## src/rtl/seg_scan_rx_pkg.sv

```systemverilog
// Shared constants and types for the 6-digit 7-segment scan link.
// The encoder side uses the same segment patterns.
package seg_scan_rx_pkg;

    localparam int NUM_DIGITS = 6;
    localparam int IDX_W      = $clog2(NUM_DIGITS);
    localparam int DIGITS_W   = 4 * NUM_DIGITS;

    // Active-low segment patterns, bit order {g,f,e,d,c,b,a}
    localparam logic [6:0] SEG_PAT_0 = 7'b1000000;
    localparam logic [6:0] SEG_PAT_1 = 7'b1111001;
    localparam logic [6:0] SEG_PAT_2 = 7'b0100100;
    localparam logic [6:0] SEG_PAT_3 = 7'b0110000;
    localparam logic [6:0] SEG_PAT_4 = 7'b0011001;
    localparam logic [6:0] SEG_PAT_5 = 7'b0010010;
    localparam logic [6:0] SEG_PAT_6 = 7'b0000010;
    localparam logic [6:0] SEG_PAT_7 = 7'b1111000;
    localparam logic [6:0] SEG_PAT_8 = 7'b0000000;
    localparam logic [6:0] SEG_PAT_9 = 7'b0010000;
    localparam logic [6:0] SEG_PAT_A = 7'b0001000;
    localparam logic [6:0] SEG_PAT_B = 7'b0000011;
    localparam logic [6:0] SEG_PAT_C = 7'b1000110;
    localparam logic [6:0] SEG_PAT_D = 7'b0100001;
    localparam logic [6:0] SEG_PAT_E = 7'b0000110;
    localparam logic [6:0] SEG_PAT_F = 7'b0001110;
    localparam logic [6:0] SEG_BLANK = 7'b1111111;

    typedef enum logic [1:0] {
        ST_WAIT,
        ST_SETTLE,
        ST_SAMPLE,
        ST_HOLD
    } scan_state_e;

    // A select is usable only when exactly one active-low line is asserted.
    function automatic logic sel_is_valid(input logic [NUM_DIGITS-1:0] sel_n);
        int lows;
        lows = 0;
        for (int i = 0; i < NUM_DIGITS; i++) begin
            if (!sel_n[i]) lows++;
        end
        return (lows == 1);
    endfunction

    function automatic logic [IDX_W-1:0] sel_index(input logic [NUM_DIGITS-1:0] sel_n);
        logic [IDX_W-1:0] idx;
        idx = '0;
        for (int i = NUM_DIGITS - 1; i >= 0; i--) begin
            if (!sel_n[i]) idx = IDX_W'(i);
        end
        return idx;
    endfunction

    function automatic logic [6:0] seg_encode(input logic [3:0] code);
        logic [6:0] pat;
        case (code)
            4'h0: pat = SEG_PAT_0;
            4'h1: pat = SEG_PAT_1;
            4'h2: pat = SEG_PAT_2;
            4'h3: pat = SEG_PAT_3;
            4'h4: pat = SEG_PAT_4;
            4'h5: pat = SEG_PAT_5;
            4'h6: pat = SEG_PAT_6;
            4'h7: pat = SEG_PAT_7;
            4'h8: pat = SEG_PAT_8;
            4'h9: pat = SEG_PAT_9;
            4'hA: pat = SEG_PAT_A;
            4'hB: pat = SEG_PAT_B;
            4'hC: pat = SEG_PAT_C;
            4'hD: pat = SEG_PAT_D;
            4'hE: pat = SEG_PAT_E;
            default: pat = SEG_PAT_F;
        endcase
        return pat;
    endfunction

endpackage

```

## src/rtl/seg_scan_rx_if.sv

```systemverilog
// Scan-side inputs and decoded-frame outputs of the segment receiver.
// The scan driver (or bench) is the master; the receiver is the slave.
interface seg_scan_rx_if;
    import seg_scan_rx_pkg::*;

    logic [NUM_DIGITS-1:0] seg_sel_in;
    logic [7:0]            seg_data_in;
    logic [DIGITS_W-1:0]   digits;
    logic [NUM_DIGITS-1:0] dp_flags;
    logic                  frame_valid;
    logic                  pattern_err;
    logic                  link_ok;

    modport master (
        output seg_sel_in, seg_data_in,
        input  digits, dp_flags, frame_valid, pattern_err, link_ok
    );

    modport slave (
        input  seg_sel_in, seg_data_in,
        output digits, dp_flags, frame_valid, pattern_err, link_ok
    );

endinterface

```

## src/rtl/seg_pattern_decoder.sv

```systemverilog
// Combinational 7-segment pattern to hex code decoder.
// Unknown patterns (including blank) give code 0 with valid low.
module seg_pattern_decoder
    import seg_scan_rx_pkg::*;
(
    input  logic [6:0] seg_n,
    output logic       valid,
    output logic [3:0] code
);

    // NOTE: every output gets a default before the case so no path leaves it unassigned (no latch).
    always_comb begin
        valid = 1'b1;
        code  = 4'h0;
        case (seg_n)
            SEG_PAT_0: code = 4'h0;
            SEG_PAT_1: code = 4'h1;
            SEG_PAT_2: code = 4'h2;
            SEG_PAT_3: code = 4'h3;
            SEG_PAT_4: code = 4'h4;
            SEG_PAT_5: code = 4'h5;
            SEG_PAT_6: code = 4'h6;
            SEG_PAT_7: code = 4'h7;
            SEG_PAT_8: code = 4'h8;
            SEG_PAT_9: code = 4'h9;
            SEG_PAT_A: code = 4'hA;
            SEG_PAT_B: code = 4'hB;
            SEG_PAT_C: code = 4'hC;
            SEG_PAT_D: code = 4'hD;
            SEG_PAT_E: code = 4'hE;
            SEG_PAT_F: code = 4'hF;
            default:   valid = 1'b0;
        endcase
    end

endmodule

```

## src/rtl/seg_scan_rx.sv

```systemverilog
// Receiver for a multiplexed 6-digit 7-segment scan: de-ghosts each digit window,
// decodes it, and publishes complete frames with a link-alive timeout.
module seg_scan_rx
    import seg_scan_rx_pkg::*;
#(
    parameter int SETTLE_CYCLES  = 16,
    parameter int TIMEOUT_CYCLES = 1_200_000
) (
    input  logic          clk,
    input  logic          rst_n,
    seg_scan_rx_if.slave  bus
);

    localparam int               CNT_W       = (SETTLE_CYCLES > 1) ? $clog2(SETTLE_CYCLES) : 1;
    localparam logic [CNT_W-1:0] SETTLE_LAST = CNT_W'(SETTLE_CYCLES - 1);
    localparam logic [23:0]      TMO_LIMIT   = 24'(TIMEOUT_CYCLES);

    logic [NUM_DIGITS-1:0] sel_meta, sel_s, sel_q;
    logic [7:0]            data_meta, data_s;

    scan_state_e           state, state_next;
    logic [CNT_W-1:0]      settle_cnt;
    logic                  cnt_clr, cnt_inc, do_sample;
    logic                  sel_valid, sel_changed;
    logic [IDX_W-1:0]      sel_idx;

    logic                  dec_valid;
    logic [3:0]            dec_code;

    logic [3:0]            slot_code [NUM_DIGITS];
    logic [NUM_DIGITS-1:0] slot_dp;
    logic [NUM_DIGITS-1:0] captured, cap_next;
    logic                  frame_done;
    logic [DIGITS_W-1:0]   frame_digits;

    logic [DIGITS_W-1:0]   digits_q;
    logic [NUM_DIGITS-1:0] dp_flags_q;
    logic                  frame_valid_q;
    logic                  link_ok_q;
    logic [23:0]           tmo_cnt;

    // Two-stage synchronizer; idle value is all-high (nothing selected, segments dark).
    // NOTE: sequential state uses non-blocking assignments so every flop samples pre-edge values.
    always_ff @(posedge clk or negedge rst_n) begin
        if (!rst_n) begin
            sel_meta  <= '1;
            sel_s     <= '1;
            sel_q     <= '1;
            data_meta <= '1;
            data_s    <= '1;
        end else begin
            sel_meta  <= bus.seg_sel_in;
            sel_s     <= sel_meta;
            sel_q     <= sel_s;
            data_meta <= bus.seg_data_in;
            data_s    <= data_meta;
        end
    end

    assign sel_valid   = sel_is_valid(sel_s);
    assign sel_changed = (sel_s != sel_q);
    assign sel_idx     = sel_index(sel_s);

    always_ff @(posedge clk or negedge rst_n) begin
        if (!rst_n) begin
            state      <= ST_WAIT;
            settle_cnt <= '0;
        end else begin
            state <= state_next;
            if (cnt_clr)      settle_cnt <= '0;
            else if (cnt_inc) settle_cnt <= settle_cnt + 1'b1;
        end
    end

    // The sample is taken only if the select is still the same one it settled on.
    always_comb begin
        state_next = state;
        cnt_clr    = 1'b0;
        cnt_inc    = 1'b0;
        do_sample  = 1'b0;
        case (state)
            ST_WAIT: begin
                if (sel_valid) begin
                    state_next = ST_SETTLE;
                    cnt_clr    = 1'b1;
                end
            end
            ST_SETTLE: begin
                if (!sel_valid)                 state_next = ST_WAIT;
                else if (sel_changed)           cnt_clr    = 1'b1;
                else if (settle_cnt == SETTLE_LAST) state_next = ST_SAMPLE;
                else                            cnt_inc    = 1'b1;
            end
            ST_SAMPLE: begin
                if (!sel_valid) begin
                    state_next = ST_WAIT;
                end else if (sel_changed) begin
                    state_next = ST_SETTLE;
                    cnt_clr    = 1'b1;
                end else begin
                    do_sample  = 1'b1;
                    state_next = ST_HOLD;
                end
            end
            ST_HOLD: begin
                if (!sel_valid) begin
                    state_next = ST_WAIT;
                end else if (sel_changed) begin
                    state_next = ST_SETTLE;
                    cnt_clr    = 1'b1;
                end
            end
            default: state_next = ST_WAIT;
        endcase
    end

    seg_pattern_decoder u_decoder (
        .seg_n (data_s[6:0]),
        .valid (dec_valid),
        .code  (dec_code)
    );

    assign frame_done = &captured;

    // A sample landing in the frame-complete cycle starts the next frame.
    always_comb begin
        cap_next = frame_done ? '0 : captured;
        if (do_sample) cap_next[sel_idx] = 1'b1;
    end

    always_comb begin
        frame_digits = '0;
        for (int i = 0; i < NUM_DIGITS; i++) begin
            frame_digits[(NUM_DIGITS-1-i)*4 +: 4] = slot_code[i];
        end
    end

    // NOTE: the slot array is a handful of flops, so it is reset like any other state.
    always_ff @(posedge clk or negedge rst_n) begin
        if (!rst_n) begin
            for (int i = 0; i < NUM_DIGITS; i++) slot_code[i] <= '0;
            slot_dp  <= '0;
            captured <= '0;
        end else begin
            captured <= cap_next;
            if (do_sample) begin
                slot_code[sel_idx] <= dec_code;
                slot_dp[sel_idx]   <= ~data_s[7];
            end
        end
    end

    always_ff @(posedge clk or negedge rst_n) begin
        if (!rst_n) begin
            digits_q      <= '0;
            dp_flags_q    <= '0;
            frame_valid_q <= 1'b0;
        end else begin
            frame_valid_q <= frame_done;
            if (frame_done) begin
                digits_q   <= frame_digits;
                dp_flags_q <= slot_dp;
            end
        end
    end

    // Link watchdog: restarted by every published frame, saturates at the limit.
    always_ff @(posedge clk or negedge rst_n) begin
        if (!rst_n) begin
            tmo_cnt   <= '0;
            link_ok_q <= 1'b0;
        end else if (frame_done) begin
            tmo_cnt   <= '0;
            link_ok_q <= 1'b1;
        end else if (tmo_cnt != TMO_LIMIT) begin
            tmo_cnt <= tmo_cnt + 24'd1;
            if (tmo_cnt + 24'd1 == TMO_LIMIT) link_ok_q <= 1'b0;
        end
    end

    assign bus.digits      = digits_q;
    assign bus.dp_flags    = dp_flags_q;
    assign bus.frame_valid = frame_valid_q;
    assign bus.pattern_err = do_sample & ~dec_valid;
    assign bus.link_ok     = link_ok_q;

endmodule

```

## src/flat_wrapper.sv

```systemverilog
// flat-port wrapper written by rule: the top's interface ports become plain ports
module seg_scan_rx_flat import seg_scan_rx_pkg::*;
#(
    parameter int SETTLE_CYCLES  = 16,
    parameter int TIMEOUT_CYCLES = 1_200_000
)
  (clk, rst_n, bus_seg_sel_in, bus_seg_data_in, bus_digits, bus_dp_flags, bus_frame_valid, bus_pattern_err, bus_link_ok);
  seg_scan_rx_if bus_i ();
  input  logic clk;
  input  logic rst_n;
  input wire logic [$bits(bus_i.seg_sel_in)-1:0] bus_seg_sel_in;
  input wire logic [$bits(bus_i.seg_data_in)-1:0] bus_seg_data_in;
  output wire logic [$bits(bus_i.digits)-1:0] bus_digits;
  output wire logic [$bits(bus_i.dp_flags)-1:0] bus_dp_flags;
  output wire logic [$bits(bus_i.frame_valid)-1:0] bus_frame_valid;
  output wire logic [$bits(bus_i.pattern_err)-1:0] bus_pattern_err;
  output wire logic [$bits(bus_i.link_ok)-1:0] bus_link_ok;
  assign bus_i.seg_sel_in = bus_seg_sel_in;
  assign bus_i.seg_data_in = bus_seg_data_in;
  assign bus_digits = bus_i.digits;
  assign bus_dp_flags = bus_i.dp_flags;
  assign bus_frame_valid = bus_i.frame_valid;
  assign bus_pattern_err = bus_i.pattern_err;
  assign bus_link_ok = bus_i.link_ok;
  seg_scan_rx #(.SETTLE_CYCLES(SETTLE_CYCLES), .TIMEOUT_CYCLES(TIMEOUT_CYCLES)) u_core (.clk(clk), .rst_n(rst_n), .bus(bus_i));
endmodule
```

## config.mk

```make
export PLATFORM = sky130hd
export DESIGN_NAME = seg_scan_rx_flat
export DESIGN_NICKNAME = d
export VERILOG_FILES = /design/src/rtl/seg_scan_rx_pkg.sv /design/src/rtl/seg_scan_rx_if.sv /design/src/rtl/seg_pattern_decoder.sv /design/src/rtl/seg_scan_rx.sv /design/src/flat_wrapper.sv
export SDC_FILE = /design/constraint.sdc
export NUM_CORES = 1
export LEC_CHECK = 0
export ABC_AREA = 1
export BUFFER_PORTS_ARGS = -buffer_cell sky130_fd_sc_hd__buf_4
export CORE_MARGIN = 5
export CORE_UTILIZATION = 40
export DETAILED_ROUTE_END_ITERATION = 10
export PLACE_DENSITY = 0.67
export SLEW_MARGIN = 20
export SYNTH_ARGS = -nofsm -noshare
export SYNTH_HDL_FRONTEND = slang
export SYNTH_HIERARCHICAL = 1
export SYNTH_SLANG_ARGS = --single-unit
export TNS_END_PERCENT = 50
```

## constraint.sdc

```tcl
create_clock -name clk -period 5 [get_ports clk]
set_input_delay 0.5 -clock clk [delete_from_list [all_inputs] [get_ports clk]]
set_output_delay 0.5 -clock clk [all_outputs]
set_load 0.05 [all_outputs]
```

# After elaboration in Yosys (flattened, before gate mapping)
# Cells that the tools add are included.
word_totals:
  register_bits: 132
  in_bits: 16
  output_inout_bits: 33
  word_cells: 124
classes:
  add_sub_neg: 7
  n_lt_le_gt_ge: 4
  n_eq_ne: 27
  mux: 49
  bitwise_logic: 5
  reduce_logical: 12
ops:
  columns: ["operator", "n"]
  rows:
  - ["2-to-1 mux 32 bit", 5]
  - ["adder 32 x 2 -> 32 bit (second input constant)", 4]
  - ["one-hot mux 4 bit (15 select lines)", 1]
  - ["2-to-1 mux 24 bit", 2]
  - ["equality test 32 x 2 -> 1 bit (second input constant)", 1]
  - ["equality test 7 bit (second input constant)", 4]
  - ["adder 24 x 1 -> 24 bit (second input constant)", 1]
  - ["bitwise mux 24 bit", 1]
  - ["equality test 24 x 21 -> 1 bit (second input constant)", 1]
  - ["inequality test 24 x 21 -> 1 bit (second input constant)", 1]
  - ["equality test 7 x 5 -> 1 bit (second input constant)", 3]
  - ["equality test 7 x 6 -> 1 bit (second input constant)", 3]
  - ["2-to-1 mux 3 bit", 6]
  - ["2-to-1 mux 1 bit", 16]
  - ["2-to-1 mux 2 bit", 8]
  - ["OR reduction 16 bit", 1]
  - ["equality test 7 x 2 -> 1 bit (second input constant)", 2]
  - ["equality test 7 x 4 -> 1 bit (second input constant)", 2]
  - ["demux 4 bit (select 3 bit)", 1]
  - ["2-to-1 mux 4 bit", 3]
  - ["2-to-1 mux 6 bit", 2]
  - ["inequality test 3 bit (second input constant)", 3]
  - ["one-hot mux 2 bit (4 select lines)", 1]
  - ["equality test 7 x 3 -> 1 bit (second input constant)", 1]
  - ["26 further kinds", 31]

# Longest topological paths before layout
depth:
  word_depth: 16
  depth_mapped: 23
  mapped_depth_nobuf: 23

# Cells and area by module
# The synthesis kept the hierarchy.
modules_own_cells:
  columns: ["module", "n_inst", "cells_per_inst", "area_per_inst_um2", "seq_area_each_um2"]
  rows:
  - ["seg_scan_rx", 1, 678, 5929.4, 3345.7]
  - ["seg_pattern_decoder", 1, 80, 344.1, 0.0]

# Least setup slack after synthesis
# No wires, ideal clock.
synth_path:
  kind: "register to output"
  from: "register u_core.sel_s[0]"
  to: "output bus_pattern_err"
  arrival_ns: 4.128
  path_slack_ns: 0.372
  path_stages_with_launch: 18
  path_buffers: 0
  path_cell_list: "dfstp_2 > inv_1 > ha_1 > nand2_1 > nand2_2 > ha_1 > nand2_1 > nand2_1 > ha_1 > nand2_1 > nand2_2 > ha_1 > nand2_1 > xor2_1 > or2_1 > nand2_4 > nand2_1 > nor4_1"
synth_via:
  elab_chain_len: 15
  word_cells_on_any_way: 17
synth_lines:
  columns: ["item", "line", "text"]
  rows:
  - ["start, declared", "seg_scan_rx.sv:18", "logic [NUM_DIGITS-1:0] sel_meta, sel_s, sel_q;"]
  - ["start signal, assigned", "seg_scan_rx.sv:53", "sel_s <= sel_meta;"]
  - ["2-to-1 mux 1 bit", "seg_scan_rx_pkg.sv:40", "if (!sel_n[i]) lows++;"]
  - ["adder 1 x 1 -> 2 bit", "seg_scan_rx_pkg.sv:40", null]
  - ["2-to-1 mux 32 bit", "seg_scan_rx_pkg.sv:40", null]
  - ["adder 32 x 2 -> 32 bit", "seg_scan_rx_pkg.sv:40", null]
  - ["2-to-1 mux 32 bit", "seg_scan_rx_pkg.sv:40", null]
  - ["adder 32 x 2 -> 32 bit", "seg_scan_rx_pkg.sv:40", null]
  - ["2-to-1 mux 32 bit", "seg_scan_rx_pkg.sv:40", null]
  - ["adder 32 x 2 -> 32 bit", "seg_scan_rx_pkg.sv:40", null]
  - ["2-to-1 mux 32 bit", "seg_scan_rx_pkg.sv:40", null]
  - ["adder 32 x 2 -> 32 bit", "seg_scan_rx_pkg.sv:40", null]
  - ["2-to-1 mux 32 bit", "seg_scan_rx_pkg.sv:40", null]
  - ["equality test 32 x 2 -> 1 bit", "seg_scan_rx_pkg.sv:42", "return (lows == 1);"]
  - ["2-to-1 mux 1 bit (*)", "seg_scan_rx.sv:95", "if (!sel_valid) begin"]
  - ["2-to-1 mux 1 bit (*)", "seg_scan_rx.sv:81", "case (state)"]
  - ["bitwise AND 1 bit (*)", "seg_scan_rx.sv:184", "assign bus.pattern_err = do_sample & ~dec_valid;"]
  - ["end, declared", "flat_wrapper.sv:16", "output wire logic [$bits(bus_i.pattern_err)-1:0] bus_pattern_err;"]
# Every way passes the cells marked *; elsewhere a longest branch is shown, timed or not.

# Final worst setup path
# Same ends and word-level chain as after synthesis.

==> results.md <==
* CTS Buf Count at 17
* Max-cap violations at 0
* Endpoints failing hold at 0
* Synth area leader: dfrtp_1
* Top-area cell type share of the netlist area at about two fifths
* I/O Pins at 49
* Cells after Synth at 758
* Routed wire per std cell at ~12 µm
* CTS sink cnt at 132
* HP Class: input pin to asynchronous set/reset pin
* Final Instance Area at about 7500 µm²
* Row count at 45
* Layout cell share with drive strength beyond 1 at between 15 and 20%
* Detail Route Antenna Nets at 0
* First-pass DRT Iterations at 4
* Final Slew Violations at 0
* Root buffer cell: clkbuf_16
* Register area share after synthesis at a little over half
* YS warnings at 6
* Routability cong. at approximately 0.86
* Ant. Diodes at 0
* Largest net degree at the start of global routing at 102
* Nets at 840
* Util after Layout at approximately 50%
* Height of the die at between 100 and 150 µm
* Post-synth EDFFs at 0
* Hold_buf cts at 0
* Chip Width at about 140 µm
* Required time of the critical path at approximately 4500 ps
* Area contributors post-synth: dfrtp_1 39%, dfstp_2 14%, nand2_1 13%
* Hold slack at 184.6 ps
* Placed Area at between 6000 and 7000 µm²
* Final WL at approximately 13000 µm
* Vias in the first global route at 4695
* Synth Register Bits at about 130
* Die area at about 18000 µm²
* Clock Pin Slew Worst Setup and Hold Paths at approximately 60 ps
* Core area at approximately 15000 µm²
* Non-Filler Instances at between 1000 and 1500
* # Post-CTS Setup Buffers at 0
* Vias per inst at around 4.7
* Dpl hpwl at a little under 9000 µm
* Fmax at 238.7 MHz
* Gr ovfl total at 0
* Area Growth Syn to Fin at 19.59%
* DR vias at 4842
* Critical path fanouts, max at 5
* Syn_area_per_cell at ~8.3 µm²
* Critical path type: register to primary output
* Status: finished clean
* Library cells used by synthesis at 33
* Syn Std Cell Area at 6274 µm²
* CP Launch Type: register
* Predominant post-synthesis flop cell: dfrtp_1
* Total track usage at between 10% and 20%
* Slew @ Worst Pin at between 900 and 1000 ps
* Count leader, synth: nand2_1
* Unrepaired setup endpoints after global routing: no
* Clock buffer depth at 2
* Inst Count DP at ~1000
* Arrival time worst endpoint at about 3700 ps
* Final min period at approximately 4200 ps
* Final setup vio count at 0
* Worst-Skew Late Latency at about 410 ps
* Total negative setup slack at 0 ps
* Worst R2R Start: u_core/sel_s[0]
* Period utilization at a little over four fifths
* Peak VDD IR at 0.2339 mV
* Ys async rst share at 100.0%
* Drc violations at 0
* Initial drt markers at 270
* Reg-to-reg slack, setup at between 1000 and 1500 ps
* Headroom to the max-slew limit at around two fifths
* CTS tree: yes
* Beginning of the critical path: u_core/sel_s[0]
* CP Capture Type: primary output
* H-tree levels at 4
* Mapped Nets at about 780
* P per Cell Area at 342.1 nW/µm²
* Antenna violations before repair at 0
* Port Buf Inserts at 48
* First-pass GRT wire length at 21800 µm
* Cts repair resizes at 0
* Leading post-synthesis cells by instance count: 218 x nand2_1, 99 x nor2_1, 98 x dfrtp_1
* LEAKAGE at approximately 0.0036 µW
* Clk_skew at ~10 ps
* Starting Density at roughly two fifths
final timing paths:
| check | end | cells after the start |
|---|---|---|
| worst max-delay path | bus_pattern_err | 20 |
| worst min-delay path | u_core/state[1] | 1 |
| worst max register to register | u_core/frame_digits[1] | 21 |
| worst min register to register | u_core/data_s[5] | 0 |
| max in group asynchronous | u_core/data_s[4] | 2 |
| min in group clk | u_core/sel_meta[3] | 1 |
kinds of logic (layout without fill, tap and decap cells):
group | count (synthesis) | in the layout | share of synthesized area (%)
compound gates | 82 | 82 | 7.738
buf+inv | 105 | 176 | 6.562
fa+ha+maj | 8 | 8 | 1.596
simple gates | 421 | 421 | 29.38
xor+xnor | 10 | 10 | 1.396
flops | 132 | 132 | 53.33
final cells by class:
class,count,area [µm²]
clock inverters,13,196.4
fillers,1502,7812
multi-input cells,521,2521
inverters,94,352.8
clock buffers,19,442.9
repair buffers,50,379.1
flip-flops and latches,132,3346
well taps,211,264.0
report_power, final:
part / leakage, µW / internal, µW / total (µW) / switching, µW
clock network: 0.000311 / 858 / 1340 / 479
logic: 0.00157 / 37.8 / 119 / 81.1
registers: 0.00171 / 1100 / 1110 / 13.9
cell usage in the layout (no fill, tap or decap), types with 2 or more instances in the layout:
cell type  Yosys  layout
a21oi_1        3       3
buf_4          0      49
bufinv_16      0       4
clkbuf_16      0      17
clkinv_4       0       2
dfrtp_1       98      98
dfstp_2       34      34
ha_1           8       8
inv_1         89      89
inv_2          5       5
inv_6          0       4
nand2_1      218     218
nand2_2        9       9
nand2_4        2       2
nand3_1       46      45
nand3_2        1       2
nand4_1       13      13
nor2_1        99      99
nor2_2        13      13
nor2_8         3       3
nor3_1         9       9
nor4_1         2       2
o21ai_0       57      57
o21ai_2       15      15
o21bai_1       5       5
or2_1          2       2
xnor2_1        3       3
xor2_1         7       7
stage by stage:
stage | total power (µW) | setup WS [ps]
6_report | 2566 | 809.8
5_1_grt | 2672 | 505.9
4_1_cts | 2610 | 742.3
3_5_place_dp | 1250 | 1202
3_3_place_gp | 1248 | 1290
2_1_floorplan | 1202 | 372.3
worst max-delay path, cell delays in order (launching register included):
cell,delay [ps]
dfstp_2,570
inv_1,60
ha_1,340
nand2_1,140
nand2_2,90
ha_1,290
nand2_1,70
nand2_1,70
ha_1,270
nand2_1,80
nand2_2,60
ha_1,170
nand2_1,70
xor2_1,170
nand2_1,70
inv_1,50
nand2_1,70
nand2_4,90
nand2_1,100
nor4_1,200
buf_4,250
registers in the layout, indices dropped and copies added (netlist names), 2 cells and up:
register / count
u_core/state: 2
u_core/frame_digits: 24
u_core/tmo_cnt: 24
u_core/data_meta: 8
u_core/sel_q: 6
u_core/slot_dp: 6
u_core/bus.dp_flags: 6
u_core/captured: 6
u_core/sel_s: 6
u_core/bus.digits: 24
u_core/sel_meta: 6
u_core/data_s: 8
u_core/settle_cnt: 4
per-layer routing:
| metal | global-route usage [%] | up-vias | part of all wire (%) |
|---|---|---|---|
| met1 | 19.44 | 2227 | 47 |
| met5 | 0 | - | 0 |
| met2 | 23.81 | 94 | 47 |
| li1 | - | 2506 | - |
| met4 | 5.543 | 0 | 1.4 |
| met3 | 3.640 | 15 | 4.5 |
Note: power is estimated with default switching activity, not from simulation.
